File: config.mk
export PLATFORM = sky130hd
export DESIGN_NAME = decode_ctrl_seq
export DESIGN_NICKNAME = d
export VERILOG_FILES = /design/src/rtl/ctrl_pkg.sv /design/src/rtl/ctrl_decode.sv /design/src/rtl/decode_ctrl_seq.sv
export SDC_FILE = /design/constraint.sdc
export NUM_CORES = 1
export LEC_CHECK = 0
export ABC_AREA = 1
export CORE_UTILIZATION = 53
export DETAILED_ROUTE_END_ITERATION = 10
export PLACE_DENSITY_LB_ADDON = 0.1
export SLEW_MARGIN = 20
export SYNTH_ARGS = -nofsm -noshare
export SYNTH_HDL_FRONTEND = slang
export SYNTH_HIERARCHICAL = 1
export SYNTH_SLANG_ARGS = --single-unit
File: constraint.sdc
create_clock -name clk -period 3.79 [get_ports clk]
set_input_delay 0.379 -clock clk [delete_from_list [all_inputs] [get_ports clk]]
set_output_delay 0.379 -clock clk [all_outputs]
set_load 0.1 [all_outputs]
File: src/rtl/ctrl_pkg.sv
// Shared types and encodings for the Mini-RISC-V decode/control stage.
// Control bundle, FSM states, opcodes, operation selects, trap causes.
package ctrl_pkg;

  typedef enum logic [1:0] {
    IDLE    = 2'd0,
    MD_BUSY = 2'd1,
    TRAP    = 2'd2
  } state_t;

  localparam logic [6:0] OP_LUI    = 7'b0110111;
  localparam logic [6:0] OP_AUIPC  = 7'b0010111;
  localparam logic [6:0] OP_JAL    = 7'b1101111;
  localparam logic [6:0] OP_JALR   = 7'b1100111;
  localparam logic [6:0] OP_BRANCH = 7'b1100011;
  localparam logic [6:0] OP_LOAD   = 7'b0000011;
  localparam logic [6:0] OP_STORE  = 7'b0100011;
  localparam logic [6:0] OP_IMM    = 7'b0010011;
  localparam logic [6:0] OP_REG    = 7'b0110011;
  localparam logic [6:0] OP_FENCE  = 7'b0001111;
  localparam logic [6:0] OP_SYSTEM = 7'b1110011;

  localparam logic [3:0] ALU_ADD   = 4'd0;
  localparam logic [3:0] ALU_SUB   = 4'd1;
  localparam logic [3:0] ALU_SLL   = 4'd2;
  localparam logic [3:0] ALU_SLT   = 4'd3;
  localparam logic [3:0] ALU_SLTU  = 4'd4;
  localparam logic [3:0] ALU_XOR   = 4'd5;
  localparam logic [3:0] ALU_SRL   = 4'd6;
  localparam logic [3:0] ALU_SRA   = 4'd7;
  localparam logic [3:0] ALU_OR    = 4'd8;
  localparam logic [3:0] ALU_AND   = 4'd9;
  localparam logic [3:0] ALU_PASSB = 4'd10;

  // mulsel: 1 MUL, 2 MULH, 3 MULHSU, 4 MULHU
  // divsel: 1 DIV, 2 DIVU, 3 REM, 4 REMU
  localparam logic [2:0] MD_NONE = 3'd0;

  localparam logic [2:0] CMP_NONE = 3'd0;
  localparam logic [2:0] CMP_EQ   = 3'd1;
  localparam logic [2:0] CMP_NE   = 3'd2;
  localparam logic [2:0] CMP_LT   = 3'd3;
  localparam logic [2:0] CMP_GE   = 3'd4;
  localparam logic [2:0] CMP_LTU  = 3'd5;
  localparam logic [2:0] CMP_GEU  = 3'd6;

  localparam logic [1:0] CAUSE_NONE  = 2'b00;
  localparam logic [1:0] CAUSE_OPC   = 2'b01;
  localparam logic [1:0] CAUSE_FUNCT = 2'b10;
  localparam logic [1:0] CAUSE_DIS   = 2'b11;

  typedef struct packed {
    logic [3:0] alusel;
    logic [2:0] mulsel;
    logic [2:0] divsel;
    logic [1:0] storecntrl;
    logic [2:0] loadcntrl;
    logic [2:0] cmpcntrl;
    logic [5:0] branch;
    logic       memread;
    logic       memwrite;
    logic       regwrite;
    logic       alusrc;
    logic       compare;
    logic       auipc;
    logic       lui;
    logic       jal;
    logic       jalr;
    logic       mul_inst;
    logic       div_inst;
    logic       sys_inst;
  } ctrl_t;

  function automatic logic [3:0] alu_of(
    input logic [2:0] f3,
    input logic       alt
  );
    case (f3)
      3'd0:    return ALU_ADD;
      3'd1:    return ALU_SLL;
      3'd2:    return ALU_SLT;
      3'd3:    return ALU_SLTU;
      3'd4:    return ALU_XOR;
      3'd5:    return alt ? ALU_SRA : ALU_SRL;
      3'd6:    return ALU_OR;
      default: return ALU_AND;
    endcase
  endfunction

endpackage

File: src/rtl/ctrl_decode.sv
// Combinational RV32I(+M, +SYSTEM) instruction decoder.
// Illegal words decode to an all-zero bundle plus a trap cause.
module ctrl_decode
  import ctrl_pkg::*;
#(
  parameter bit M_EXT  = 1'b1,
  parameter bit SYS_EN = 1'b0
) (
  input  logic [31:0] ins,
  output ctrl_t       ctrl,
  output logic        illegal,
  output logic [1:0]  cause,
  output logic        is_md,
  output logic        lat_sel,
  output logic        bubble
);

  logic [6:0] op;
  logic [2:0] f3;
  logic [6:0] f7;
  ctrl_t      c;

  assign op     = ins[6:0];
  assign f3     = ins[14:12];
  assign f7     = ins[31:25];
  assign bubble = (ins == 32'h0);

  always_comb begin
    c       = '0;
    cause   = CAUSE_NONE;
    is_md   = 1'b0;
    lat_sel = 1'b0;
    unique case (1'b1)
      (op == OP_LUI): begin
        c.regwrite = 1'b1;
        c.lui      = 1'b1;
        c.alusrc   = 1'b1;
        c.alusel   = ALU_PASSB;
      end
      (op == OP_AUIPC): begin
        c.regwrite = 1'b1;
        c.auipc    = 1'b1;
        c.alusrc   = 1'b1;
      end
      (op == OP_JAL): begin
        c.regwrite = 1'b1;
        c.jal      = 1'b1;
      end
      (op == OP_JALR): begin
        c.regwrite = 1'b1;
        c.jalr     = 1'b1;
        c.alusrc   = 1'b1;
        if (f3 != 3'd0) cause = CAUSE_FUNCT;
      end
      (op == OP_BRANCH): begin
        c.compare = 1'b1;
        case (f3)
          3'd0: begin c.cmpcntrl = CMP_EQ;  c.branch = 6'b000001; end
          3'd1: begin c.cmpcntrl = CMP_NE;  c.branch = 6'b000010; end
          3'd4: begin c.cmpcntrl = CMP_LT;  c.branch = 6'b000100; end
          3'd5: begin c.cmpcntrl = CMP_GE;  c.branch = 6'b001000; end
          3'd6: begin c.cmpcntrl = CMP_LTU; c.branch = 6'b010000; end
          3'd7: begin c.cmpcntrl = CMP_GEU; c.branch = 6'b100000; end
          default: cause = CAUSE_FUNCT;
        endcase
      end
      (op == OP_LOAD): begin
        c.memread  = 1'b1;
        c.regwrite = 1'b1;
        c.alusrc   = 1'b1;
        case (f3)
          3'd0:    c.loadcntrl = 3'd1;
          3'd1:    c.loadcntrl = 3'd2;
          3'd2:    c.loadcntrl = 3'd3;
          3'd4:    c.loadcntrl = 3'd4;
          3'd5:    c.loadcntrl = 3'd5;
          default: cause = CAUSE_FUNCT;
        endcase
      end
      (op == OP_STORE): begin
        c.memwrite = 1'b1;
        c.alusrc   = 1'b1;
        if (f3 > 3'd2) cause = CAUSE_FUNCT;
        else c.storecntrl = f3[1:0] + 2'd1;
      end
      (op == OP_IMM): begin
        c.regwrite = 1'b1;
        c.alusrc   = 1'b1;
        c.alusel   = alu_of(f3, f7[5]);
        if (f3 == 3'd1 && f7 != 7'h00) cause = CAUSE_FUNCT;
        if (f3 == 3'd5 && f7 != 7'h00 && f7 != 7'h20)
          cause = CAUSE_FUNCT;
      end
      (op == OP_REG): begin
        c.regwrite = 1'b1;
        if (f7 == 7'h00) begin
          c.alusel = alu_of(f3, 1'b0);
        end else if (f7 == 7'h20 && (f3 == 3'd0 || f3 == 3'd5)) begin
          c.alusel = (f3 == 3'd0) ? ALU_SUB : ALU_SRA;
        end else if (f7 == 7'h01) begin
          // M-extension disabled is its own cause, not a bad funct
          if (!M_EXT) cause = CAUSE_DIS;
          else if (!f3[2]) begin
            c.mul_inst = 1'b1;
            c.mulsel   = {1'b0, f3[1:0]} + 3'd1;
            is_md      = 1'b1;
          end else begin
            c.div_inst = 1'b1;
            c.divsel   = {1'b0, f3[1:0]} + 3'd1;
            is_md      = 1'b1;
            lat_sel    = 1'b1;
          end
        end else begin
          cause = CAUSE_FUNCT;
        end
      end
      (op == OP_FENCE): begin
        c = '0;
      end
      (op == OP_SYSTEM): begin
        if (!SYS_EN) cause = CAUSE_DIS;
        else begin
          c.sys_inst = 1'b1;
          c.regwrite = (f3 != 3'd0);
        end
      end
      default: cause = CAUSE_OPC;
    endcase
    if (bubble) cause = CAUSE_NONE;
    illegal = (cause != CAUSE_NONE);
    ctrl    = illegal ? '0 : c;
  end

endmodule

File: src/rtl/decode_ctrl_seq.sv
// Registered decode/control stage: handshake, mul/div latency
// sequencing, stall generation and sticky illegal-instruction trap.
module decode_ctrl_seq
  import ctrl_pkg::*;
#(
  parameter bit M_EXT   = 1'b1,
  parameter int MUL_LAT = 3,
  parameter int DIV_LAT = 8,
  parameter bit SYS_EN  = 1'b0
) (
  input  logic        clk,
  input  logic        rst_n,
  input  logic [31:0] ins,
  input  logic        ins_valid,
  output logic        ins_ready,
  input  logic        flush,
  input  logic        hazard,
  input  logic        ex_ready,
  output logic        ctrl_valid,
  output ctrl_t       ctrl,
  output logic        illegal_ins,
  output logic [1:0]  trap_cause,
  output logic        busy,
  output logic        md_done
);

  localparam logic [4:0] MUL_CNT = 5'(MUL_LAT - 1);
  localparam logic [4:0] DIV_CNT = 5'(DIV_LAT - 1);

  ctrl_t      dec;
  logic       dec_ill;
  logic [1:0] dec_cause;
  logic       dec_md;
  logic       dec_div;
  logic       dec_bub;
  state_t     state;
  logic [4:0] cnt;
  logic       accept;

  ctrl_decode #(
    .M_EXT  (M_EXT),
    .SYS_EN (SYS_EN)
  ) u_dec (
    .ins     (ins),
    .ctrl    (dec),
    .illegal (dec_ill),
    .cause   (dec_cause),
    .is_md   (dec_md),
    .lat_sel (dec_div),
    .bubble  (dec_bub)
  );

  assign busy      = (state == MD_BUSY);
  assign md_done   = busy && (cnt == 5'd0);
  assign ins_ready = (state == IDLE) && !hazard && !flush &&
                     (!ctrl_valid || ex_ready);
  assign accept    = ins_valid && ins_ready;

  always_ff @(posedge clk or negedge rst_n) begin
    if (!rst_n) begin
      state       <= IDLE;
      cnt         <= 5'd0;
      ctrl        <= '0;
      ctrl_valid  <= 1'b0;
      illegal_ins <= 1'b0;
      trap_cause  <= CAUSE_NONE;
    end else if (flush) begin
      state       <= IDLE;
      cnt         <= 5'd0;
      ctrl        <= '0;
      ctrl_valid  <= 1'b0;
      illegal_ins <= 1'b0;
      trap_cause  <= CAUSE_NONE;
    end else begin
      unique case (state)
        IDLE: begin
          if (accept) begin
            ctrl       <= dec;
            ctrl_valid <= !dec_bub;
            if (dec_ill) begin
              illegal_ins <= 1'b1;
              trap_cause  <= dec_cause;
              state       <= TRAP;
            end else if (dec_md) begin
              cnt   <= dec_div ? DIV_CNT : MUL_CNT;
              state <= MD_BUSY;
            end
          end else if (ex_ready) begin
            ctrl_valid <= 1'b0;
          end
        end
        MD_BUSY: begin
          if (cnt != 5'd0) begin
            cnt <= cnt - 5'd1;
          end else if (ex_ready) begin
            state      <= IDLE;
            ctrl_valid <= 1'b0;
          end
        end
        TRAP:    state <= TRAP;
        default: state <= IDLE;
      endcase
    end
  end

endmodule

==> results of run 1 <==
==> kinds of logic (layout without fill, tap and decap cells) <==
family	count (synthesis)	after routing	share of synthesized area
buffers and inverters	66	141	0.0942
other	1	1	0.00120
AO/OA/AOI/OAI	26	26	0.0447
adder cells (fa/ha/maj)	5	5	0.0200
flip-flops	47	47	0.375
AND/OR/NAND/NOR	325	325	0.465
==> synthesized netlist by cell type (2+ instances only) <==
library cell  number
nor4_1             4
dfrtp_1           47
a21oi_1            8
ha_1               5
buf_4              6
nand3_2            2
clkbuf_1           2
nand3b_1           2
nor3_1             5
nand4_1           10
nand2_2            6
inv_1             45
nand3_1           54
nand2_1          157
o21ai_0           13
nor2_2            16
buf_2              3
a31oi_1            2
inv_2              5
nor2_1            62
==> routing by layer <==
metal,share of wire,track usage,up-vias
met2,0.47,0.468,141
met1,0.45,0.360,1505
met5,0,0,-
met3,0.057,0.0471,13
met4,0.016,0.0945,0
li1,-,-,1638
==> state kept, by name, indices dropped and copies added (netlist names) <==
register     count
trap_cause       2
illegal_ins      1
ctrl_valid       1
state            2
cnt              5
ctrl            36
==> critical path, cell delays in order <==
cell and delay (ns):
clkdlybuf4s50_1 0.53, inv_1 0.14, ha_1 0.22, inv_1 0.10
nor2_1 0.10, inv_1 0.12, nand2_1 0.10, nand2_1 0.07
nand2_1 0.08, nand2_1 0.05, nand2_1 0.12, nand3_4 0.22
inv_1 0.20, nand2_1 0.08, nand3_1 0.07, nand2_1 0.05
inv_1 0.13, nand3_1 0.17, nand2_1 0.11, nand2_1 0.06
==> final timing paths <==
check | start | to | depth (start not counted)
worst max-delay path | ins[12] | cnt[3] | 20
worst min register to register | trap_cause[0] | trap_cause[0] | 2
max in group asynchronous | rst_n | ctrl[7] | 1
worst min-delay path | rst_n | ctrl[14] | 1
min in group clk | trap_cause[0] | trap_cause[0] | 2
worst max register to register | state[1] | ctrl[31] | 7
==> power groups by stage <==
stage,clock network (mW),logic [mW],registers [mW]
floorplan,0,0.114,0.547
global placement,0,0.214,0.526
detailed placement,0,0.221,0.526
CTS,0.320,0.222,0.516
global route,0.335,0.245,0.518
finish,0.313,0.222,0.516
==> layout make-up <==
class,count,share of cell area
Inverter,52,0.0491
Sequential cell,47,0.292
Timing Repair Buffer,82,0.201
Clock buffer,6,0.0205
Tap cell,72,0.0224
Clock inverter,1,0.00124
Multi-Input combinational cell,357,0.414
==> results.sh, run 1 <==
export IMPL_synth_seq_area_share=0.375
export IMPL_final_cell_mix="nand2_1 (157), clkdlybuf4s50_1 (77), nor2_1 (62)"
export IMPL_grt_pass1_vias=3039
export IMPL_p_leak_nw=2.04
export IMPL_postLayoutCoreUtil=0.718
export IMPL_ys_ff_latch=47
export IMPL_dr_first_iter_drc_count=256
export IMPL_status="complete, no violations"
export IMPL_gr_total_overflow=0
export IMPL_antenna_left=0
export IMPL_grt_max_degree=48
export IMPL_register_area_sq_um=1180
export IMPL_avgSynthCellArea_sq_um=6.67
export IMPL_final_common_cell="nand2_1"
export IMPL_via_per_inst=5.34
export IMPL_clk_pin_slew_worst_paths_ns=0.09
export IMPL_dpl_cell_area_sq_um=3930
export IMPL_portBuffers=80
export IMPL_post_route_min_period_ns=2.88
export IMPL_final_max_slew_viol_count=0
export IMPL_post_place_ws_ns=0.666
export IMPL_yosysTopAreaCellShare=0.375
export IMPL_p_total_mw=1.05
export IMPL_synth_edff_count=0
export IMPL_final_cell_count_no_fill=617
export IMPL_area_delta_synth_final_pct=28.3
export IMPL_clockPowerShare=0.298
export IMPL_critPathKind="primary input to register"
export IMPL_synthCells=470
export IMPL_internal_power_uw=726
export IMPL_holdBufCountCts=0
export IMPL_wl_um=8150
export IMPL_cts_resized=0
export IMPL_switching_share=0.310
export IMPL_layout_drive_gt1_share=0.0899
export IMPL_setup_viol=0
export IMPL_async_reset_ff_frac=1.00
export IMPL_fin_skew_ns=0.00871
export IMPL_tightest_slew_ns=1.02
export IMPL_initial_utilization=0.559
export IMPL_cts_root_buf="clkbuf_8"
export IMPL_clk_path_buf_depth=2
export IMPL_cts_setup_buffers=0
export IMPL_drc_errors=0
export IMPL_hold_class="primary input to asynchronous set/reset pin"
export IMPL_grt_first_pass_wirelength_um=13700
export IMPL_worstPathRequired_ns=3.98
export IMPL_yosysTopAreaCell="dfrtp_1"
export IMPL_combinationalPowerShare=0.211
export IMPL_first_pass_iters=5
export IMPL_n_antenna_cell=0
export IMPL_seqPwrFrac=0.491
export IMPL_cp_start_kind="primary input"
export IMPL_cts_tree="built"
export IMPL_dp_cells=610
export IMPL_r2r_setup_slack_ns=2.13
export IMPL_synth_nets=513
export IMPL_synthTopCellsByArea="dfrtp_1 (38%), nand2_1 (19%), nand3_1 (8.6%)"
export IMPL_ir_worst_vdd_mv=0.175
export IMPL_rsz0062_at_grt="false"
export IMPL_synth_distinct_cells=36
export IMPL_via_count=3297
export IMPL_crit_fanout=14
export IMPL_die_area_sq_um=6230
export IMPL_numCtsBuffers=5
export IMPL_place_hpwl_um=6170
export IMPL_syn_area_sq_um=3140
export IMPL_grtUsageTotal=0.277
export IMPL_dieWidth_um=78.9
export IMPL_clock_latency_ns=0.30
export IMPL_die_height_um=78.9
export IMPL_cts_sinks=47
export IMPL_max_slew_margin=0.319
export IMPL_hold_violations=0
export IMPL_cap_violations=0
export IMPL_fin_setup_tns_ns=0
export IMPL_core_area_sq_um=5610
export IMPL_multi_input_area_sq_um=1660
export IMPL_nNetsFinal=588
export IMPL_worst_setup_path_end_kind="register"
export IMPL_wl_per_cell_um=13.2
export IMPL_h_tree_depth=2
export IMPL_ys_warn_count=6
export IMPL_max_freq_mhz=347
export IMPL_grt_antenna_before_repair=0
export IMPL_fillers=511
export IMPL_routabilityCongestion=0.983
export IMPL_design_area_sq_um=4020
export IMPL_post_route_period_util=0.760
export IMPL_setup_ws_ns=0.910
export IMPL_arrival_ns=3.07
export IMPL_power_density_nw_per_um2=261
export IMPL_io_pins=81
export IMPL_holdWs_ns=0.0753
export IMPL_synthFlopType="dfrtp_1"
export IMPL_power_switching_uw=326
export IMPL_row_count=27
Note: power is estimated with default switching activity, not from simulation.
==> run 2, diff against run 1 <==
--- a/config.mk
+++ b/config.mk
@@ -6,7 +6,7 @@
 export NUM_CORES = 1
 export LEC_CHECK = 0
 export ABC_AREA = 1
-export CORE_UTILIZATION = 53
+export CORE_UTILIZATION = 45
 export DETAILED_ROUTE_END_ITERATION = 10
 export PLACE_DENSITY_LB_ADDON = 0.1
 export SLEW_MARGIN = 20
==> constraint.sdc (replaced) <==
create_clock -name clk -period 2.4 [get_ports clk]
set_input_delay 0.24 -clock clk [delete_from_list [all_inputs] [get_ports clk]]
set_output_delay 0.24 -clock clk [all_outputs]
set_load 0.1 [all_outputs]
==> results.sh, run 2 (synthesis gave the netlist of run 1 again) <==
export IMPL_status="complete, no violations"
export IMPL_arrival_ns=2.41
export IMPL_cts_sinks=47
export IMPL_worst_setup_path_end_kind="register"
export IMPL_cts_tree="built"
export IMPL_die_area_sq_um=7310
export IMPL_gr_total_overflow=0
export IMPL_post_route_period_util=0.910
export IMPL_max_freq_mhz=458
export IMPL_nNetsFinal=620
export IMPL_max_slew_margin=0.609
export IMPL_place_hpwl_um=6440
export IMPL_largestRegisters="ctrl x36, cnt x5"
export IMPL_critPathLaunch="ins[12]"
export IMPL_crit_fanout=5
export IMPL_clock_latency_ns=0.30
export IMPL_wl_per_cell_um=12.6
export IMPL_hold_violations=0
export IMPL_critPathKind="primary input to register"
export IMPL_worstPathRequired_ns=2.63
export IMPL_top_register="ctrl"
export IMPL_drc_errors=0
export IMPL_power_density_nw_per_um2=400
export IMPL_wl_um=8270
export IMPL_clockPowerShare=0.289
export IMPL_internal_power_mw=1.17
export IMPL_numCtsBuffers=5
export IMPL_fin_skew_ns=0.0109
export IMPL_final_max_slew_viol_count=0
export IMPL_switching_share=0.303
export IMPL_h_tree_depth=2
export IMPL_area_delta_synth_final_pct=34.2
export IMPL_core_area_sq_um=6760
export IMPL_hold_class="primary input to asynchronous set/reset pin"
export IMPL_postLayoutCoreUtil=0.623
export IMPL_grt_max_degree=44
export IMPL_ir_worst_vdd_mv=0.205
export IMPL_via_per_inst=5.05
export IMPL_largest_reg_flops=36
export IMPL_grtUsageTotal=0.240
export IMPL_layout_drive_gt1_share=0.215
export IMPL_grt_antenna_before_repair=0
export IMPL_r2r_setup_slack_ns=0.46
export IMPL_tightest_slew_ns=0.585
export IMPL_dieWidth_um=85.5
export IMPL_via_count=3320
export IMPL_routabilityCongestion=1.00
export IMPL_row_count=30
export IMPL_dr_first_iter_drc_count=133
export IMPL_grt_pass1_vias=3083
export IMPL_io_pins=81
export IMPL_portBuffers=80
export IMPL_cap_violations=0
export IMPL_fillers=638
export IMPL_cts_root_buf="clkbuf_8"
export IMPL_rsz0062_at_grt="false"
export IMPL_final_cell_mix="nand2_1 (157), buf_4 (74), nor2_1 (61)"
export IMPL_holdWs_ns=0.368
export IMPL_power_switching_uw=511
export IMPL_die_height_um=85.5
export IMPL_combinationalPowerShare=0.228
export IMPL_clk_path_buf_depth=2
export IMPL_grt_first_pass_wirelength_um=14000
export IMPL_worst_r2r_cell_count=7
export IMPL_antenna_left=0
export IMPL_reg2reg_from="state[1]"
export IMPL_final_common_cell="nand2_1"
export IMPL_seqPwrFrac=0.483
export IMPL_clk_pin_slew_worst_paths_ns=0.09
export IMPL_cp_start_kind="primary input"
export IMPL_p_leak_nw=2.28
export IMPL_post_route_min_period_ns=2.18
export IMPL_initial_utilization=0.464
export IMPL_n_antenna_cell=0
export IMPL_first_pass_iters=6
export IMPL_setup_viol=0
==> run 2: changes by cell type in the layout (fill, tap and decap cells not counted) <==
cell | previous run | this run
nand3_2 | 2 | 3
buf_12 | 0 | 2
nand3_1 | 54 | 53
buf_4 | 5 | 74
inv_2 | 5 | 6
clkdlybuf4s50_1 | 77 | 36
nor2_4 | 1 | 2
dlygate4sd3_1 | 0 | 1
o21ai_0 | 13 | 11
nor2_1 | 62 | 61
inv_1 | 45 | 44
o21ai_1 | 1 | 3
buf_2 | 0 | 1
==> run 2: area by class of cell <==
cell class                      instances  area [sq um]  share of cell area
Clock buffer                            6          82.6              0.0196
Clock inverter                          1          5.00             0.00119
Inverter                               52           198              0.0470
Multi-Input combinational cell        357          1680               0.398
Sequential cell                        47          1180               0.279
Tap cell                               80           100              0.0238
Timing Repair Buffer                  114           971               0.231
==> run 2: metal layers <==
metal,GRT usage,wire (um),up-vias
met2,0.390,3710,108
met4,0.0621,122,0
li1,-,-,1701
met1,0.338,3970,1498
met5,0,0,-
met3,0.0321,471,13
==> run 2: power by group through the flow <==
stage	clock, mW	combinational (mW)	sequential [mW]
final	0.487	0.384	0.814
after floorplan	0	0.180	0.864
after CTS	0.503	0.384	0.814
after global placement	0	0.378	0.830
after detailed placement	0	0.382	0.830
after global routing	0.535	0.424	0.816
==> run 2: path summary, 6_finish.rpt <==
check / endpoint
setup / recovery: state[1]
hold / removal: ctrl[2]
setup reg to reg: ctrl[17]
hold reg to reg: illegal_ins
max in group asynchronous: state[0]
min in group clk: illegal_ins
==> run 2: critical path, cell delays in order <==
cell             delay [ns]
clkdlybuf4s50_1        0.54
inv_1                  0.08
ha_1                   0.21
inv_1                  0.09
nor2_1                 0.05
inv_1                  0.16
nand2_1                0.09
nand2_1                0.09
nand2_1                0.06
nand2_1                0.06
nand2_1                0.10
nand3_4                0.10
inv_1                  0.05
buf_4                  0.14
nand4_1                0.09
nand2_1                0.05
inv_1                  0.06
nand3_1                0.07
nor2_1                 0.10
==> run 2: what timing repair did <==
action	CTS	global route
buffers inserted	0	0
hold buffers	1	0
hold endpoints to repair	14	0
endpoints found under the setup margin	0	5
gates resized for setup	0	5
==> run 2: metrics by stage <==
| stage | cell area [sq um] | cells | setup TNS, ns | worst slack (ns) | total power [mW] |
|---|---|---|---|---|---|
| floorplan | 3140 | 470 | 0 | 0.0401 | 1.04 |
| global placement | 4100 | 649 | -0.263 | -0.0618 | 1.21 |
| detailed placement | 4100 | 649 | -0.739 | -0.122 | 1.21 |
| CTS | 4200 | 657 | 0 | 0.192 | 1.70 |
| global route | 4210 | 657 | 0 | 0.00432 | 1.77 |
| finish | 4210 | 657 | 0 | 0.215 | 1.68 |
